`config.mk`:
```
export PLATFORM = sky130hd
export DESIGN_NAME = enc
export DESIGN_NICKNAME = d
export VERILOG_FILES = /design/src/rtl/enc_pkg.sv /design/src/rtl/enc_prio_core.sv /design/src/rtl/enc.sv
export SDC_FILE = /design/constraint.sdc
export NUM_CORES = 1
export LEC_CHECK = 0
export CAP_MARGIN = 30
export CORE_AREA = 5 5 42 44
export DETAILED_ROUTE_END_ITERATION = 8
export DIE_AREA = 0 0 47 49
export DONT_BUFFER_PORTS = 1
export PLACE_DENSITY_LB_ADDON = 0.15
export SYNTH_ARGS = -nofsm -noshare
export SYNTH_HDL_FRONTEND = slang
export SYNTH_HIERARCHICAL = 1
export SYNTH_SLANG_ARGS = --single-unit
```
`constraint.sdc`:
```
create_clock -name clk -period 0.8 [get_ports clk]
set_input_delay 0.16 -clock clk [delete_from_list [all_inputs] [get_ports clk]]
set_output_delay 0.16 -clock clk [all_outputs]
set_load 0.005 [all_outputs]
```
`src/rtl/enc_pkg.sv`:
```
// Shared sizing and payload types for the enc priority encoder.
package enc_pkg;

  localparam int unsigned ENC_N = 4;
  localparam int unsigned ENC_W = $clog2(ENC_N);

  typedef logic [ENC_N-1:0] enc_req_t;
  typedef logic [ENC_W-1:0] enc_idx_t;

endpackage : enc_pkg

```
`src/rtl/enc_prio_core.sv`:
```
// Combinational highest-index priority core for the enc encoder.
// Macro ENC_ONEHOT_CHK_EN adds the multi-hot detect output.
module enc_prio_core
  import enc_pkg::*;
#(
  parameter int unsigned N = ENC_N
) (
  input  logic [N-1:0]         y,
  output logic [$clog2(N)-1:0] idx,
  output logic                 any
`ifdef ENC_ONEHOT_CHK_EN
, output logic                 multi
`endif
);

  localparam int unsigned W = $clog2(N);

  // Ascending scan so the highest set bit wins.
  always_comb begin
    idx = '0;
    for (int unsigned i = 0; i < N; i++) begin
      if (y[i]) begin
        idx = W'(i);
      end
    end
  end

  assign any = |y;

`ifdef ENC_ONEHOT_CHK_EN
  // Clearing the lowest set bit leaves something only if two or more were set.
  assign multi = |(y & (y - N'(1)));
`endif

endmodule : enc_prio_core

```
`src/rtl/enc.sv`:
```
// Registered N-to-log2(N) priority encoder with a valid flag; one cycle latency.
// Macro ENC_ONEHOT_CHK_EN adds the registered multi-hot error output err.
module enc
  import enc_pkg::*;
#(
  parameter int unsigned N = ENC_N
) (
  input  logic                 clk,
  input  logic                 rst,
  input  logic [N-1:0]         y,
  output logic [$clog2(N)-1:0] a,
  output logic                 vld
`ifdef ENC_ONEHOT_CHK_EN
, output logic                 err
`endif
);

  localparam int unsigned W = $clog2(N);

  logic [W-1:0] idx_c;
  logic         any_c;
`ifdef ENC_ONEHOT_CHK_EN
  logic         multi_c;
`endif

  enc_prio_core #(
    .N(N)
  ) u_core (
    .y  (y),
    .idx(idx_c),
    .any(any_c)
`ifdef ENC_ONEHOT_CHK_EN
  , .multi(multi_c)
`endif
  );

  // Output register bank; the zero-input case already yields idx 0 from the core.
  always_ff @(posedge clk or posedge rst) begin
    if (rst) begin
      a   <= '0;
      vld <= 1'b0;
    end else begin
      a   <= idx_c;
      vld <= any_c;
    end
  end

`ifdef ENC_ONEHOT_CHK_EN
  always_ff @(posedge clk or posedge rst) begin
    if (rst) begin
      err <= 1'b0;
    end else begin
      err <= multi_c;
    end
  end
`endif

endmodule : enc

```
==> run_results.csv <==
group,metric,value,unit
status,status,"completed",
finish,final_core_util,11.9,%
synth,synthTopCellsByCount,"3 x dfrtp_1, 2 x inv_1, 1 x a21o_1, 1 x or2_1, 1 x or3_1",
clocking,numCtsBuffers,3,
drt,wl_per_cell,8.97,um
floorplanning,die_y,49,um
power,power.switching,0.0882,mW
critical_path,end_kind,"primary output",
sta,rsz0062_at_grt,"no",
grt,grt_busiest_layer,"met4",
placed_design,gp_congestion,0.483,
clocking,cts_max_path_buffers,2,
clocking,clock-sinks,3,
grt,grt_use_met2,2.04,%
grt,grt_pass1_wl,414,um
sta,worstMarginPinSlew,0.109,ns
synth,yosys.cell_types.count,5,
finish,regArea,75.1,um2
power,p_sw_share,19.8,%
synth,yosysMostFrequentCell,"dfrtp_1",
clocking,postCtsSetupRepairBufs,0,
synth,syn_avg_cell_area,12.8,um2
sta,max_freq,1310,MHz
drt,drt_iter0_drc,0,
drt,drt_wl_total,269,um
finish,stdcell_count,30,
sta,finalHoldViolCount,0,
drt,ant_nets,0,
sta,period_needed,0.764,ns
critical_path,critPathArrivalTime,0.60,ns
synth,synth_nets,14,
drt,viasPerCell,2.57,
grt,met3_usage,3.69,%
synth,ys_ff_latch,3,
clocking,htree_levels,1,
critical_path,crit_type,"flip-flop to primary output",
grt,gr-usage-all-layers,3.46,%
placed_design,dp.cells,25,
power,p_leak,0.0733,nW
sta,fin_crit_sh,95.6,%
synth,syn_area,103,um2
synth,synthCells,8,
grt,met1_usage,2.65,%
clocking,tritoncts,"done",
sta,final.setup.worst_slack,0.0356,ns
finish,drive_above_1_share,28.6,%
critical_path,cp-start-kind,"flip-flop",
critical_path,required,0.64,ns
floorplanning,rows,14,
grt,grt_max_degree,4,
finish,design_area,166,um2
grt,antenna_found_initial,0,
drt,route.detailed.drc,0,
power,p_int,0.357,mW
drt,num_vias,77,
finish,multi_input_area,20.0,um2
power,pwr-share-clk,59.3,%
sta,final-setup-viol-count,0,
finish,area_growth,62.2,%
floorplanning,start_util,7.32,%
finish,nets,21,
floorplanning,die-area,2300,um2
synth,yosysTopAreaCellShare,73.2,%
placed_design,post_dp_cell_area,130,um2
synth,synth-edff-count,0,
synth,yosysTopAreaCell,"dfrtp_1",
floorplanning,ios,9,
synth,synthTopCellsByArea,"dfrtp_1 73%, a21o_1 7.3%, inv_1 7.3%, or2_1 6.1%, or3_1 6.1%",
floorplanning,fp.dieW,47,um
drt,dr.pass1.iters,1,
clocking,cts-root-buf,"clkbuf_4",
placed_design,port_buffers,0,
power,vdd_drop_max,0.283,mV
floorplanning,core-area,1400,um2
synth,ys_seq_area_share,73.2,%
critical_path,crit_path_max_fanout,1,
grt,grt_remaining_overflow,0,
power,seqPwrFrac,36.7,%
power,power_density,2680,nW/um2
synth,synth_ff_type,"dfrtp_1",
sta,slew_headroom,92.7,%
clocking,clkSlewWorstSetupHoldPaths,0.04,ns
finish,antenna_cells,0,
job,cap_violations,0,
synth,ys_warn_count,6,
placed_design,place_ws,-0.0405,ns
sta,drv_slew,0,
worst_hold_path,min_path_type,"input pin to flip-flop",
power,combPwrFrac,4.0,%
synth,async_reset_ff_share,100,%
grt,grt_pass1_vias,113,
finish,num-fill-cells,169,
## what timing repair did
| item | in CTS | in global routing |
|---|---|---|
| endpoints found under the hold margin | 3 | 0 |
| resized for setup | 0 | 0 |
| hold buffers | 1 | 0 |
## layout make-up
type	instances	area share [%]
Inverter	2	4.51
Tap cell	16	12.0
Clock buffer	4	15.8
Timing Repair Buffer	2	10.5
Sequential cell	3	45.1
Multi-Input combinational cell	3	12.0
## routing by layer
metal | part of all wire [%] | up-vias | routed length, um
li1 | - | 35 | -
met1 | 39 | 30 | 106
met2 | 28 | 10 | 75
met3 | 25 | 2 | 66
met4 | 7.1 | 0 | 19
met5 | 0 | - | 0
## through the flow
step	setup TNS [ns]	power, mW	hold slack, ns
after floorplan	0	0.173	-0.0864
after global placement	-0.0158	0.180	-0.0762
after detailed placement	-0.0405	0.180	-0.0787
after CTS	0	0.467	0.0253
after global routing	0	0.475	0.0310
final	0	0.446	0.0343
## state kept, by name, summed over array words and instances (netlist names)
register  cells
a             2
vld           1
## power by group through the flow
stage                     Clock (mW)  Sequential, mW  Combinational [mW]
after floorplan                    0           0.164             0.00873
final                          0.264           0.164              0.0178
after CTS                      0.285           0.164              0.0184
after global routing           0.289           0.165              0.0210
after global placement             0           0.166              0.0144
after detailed placement           0           0.166              0.0143
## worst paths after layout
path                       startpoint  depth (start not counted)   end  slack (ns)
max                              a[0]                          0  a[0]        0.04
min                              y[3]                          1  a[0]        0.03
max in group asynchronous         rst                          2  a[1]        0.44
min in group asynchronous         rst                          2   vld        0.24
## layout by cell type (no fill, tap or decap), drive strengths merged
master | Yosys | routed
or3 | 1 | 1
buf | 0 | 1
clkbuf | 0 | 4
or2 | 1 | 1
dfrtp | 3 | 3
a21o | 1 | 1
dlygate4sd3 | 0 | 1
inv | 2 | 2
## logic make-up after synthesis
family / count (synthesis) / synth area share (%)
flip-flops: 3 / 73.2
buffers and inverters: 2 / 7.32
AND/OR/NAND/NOR: 2 / 12.2
AO/OA/AOI/OAI: 1 / 7.32
Note: power is estimated with default switching activity, not from simulation.
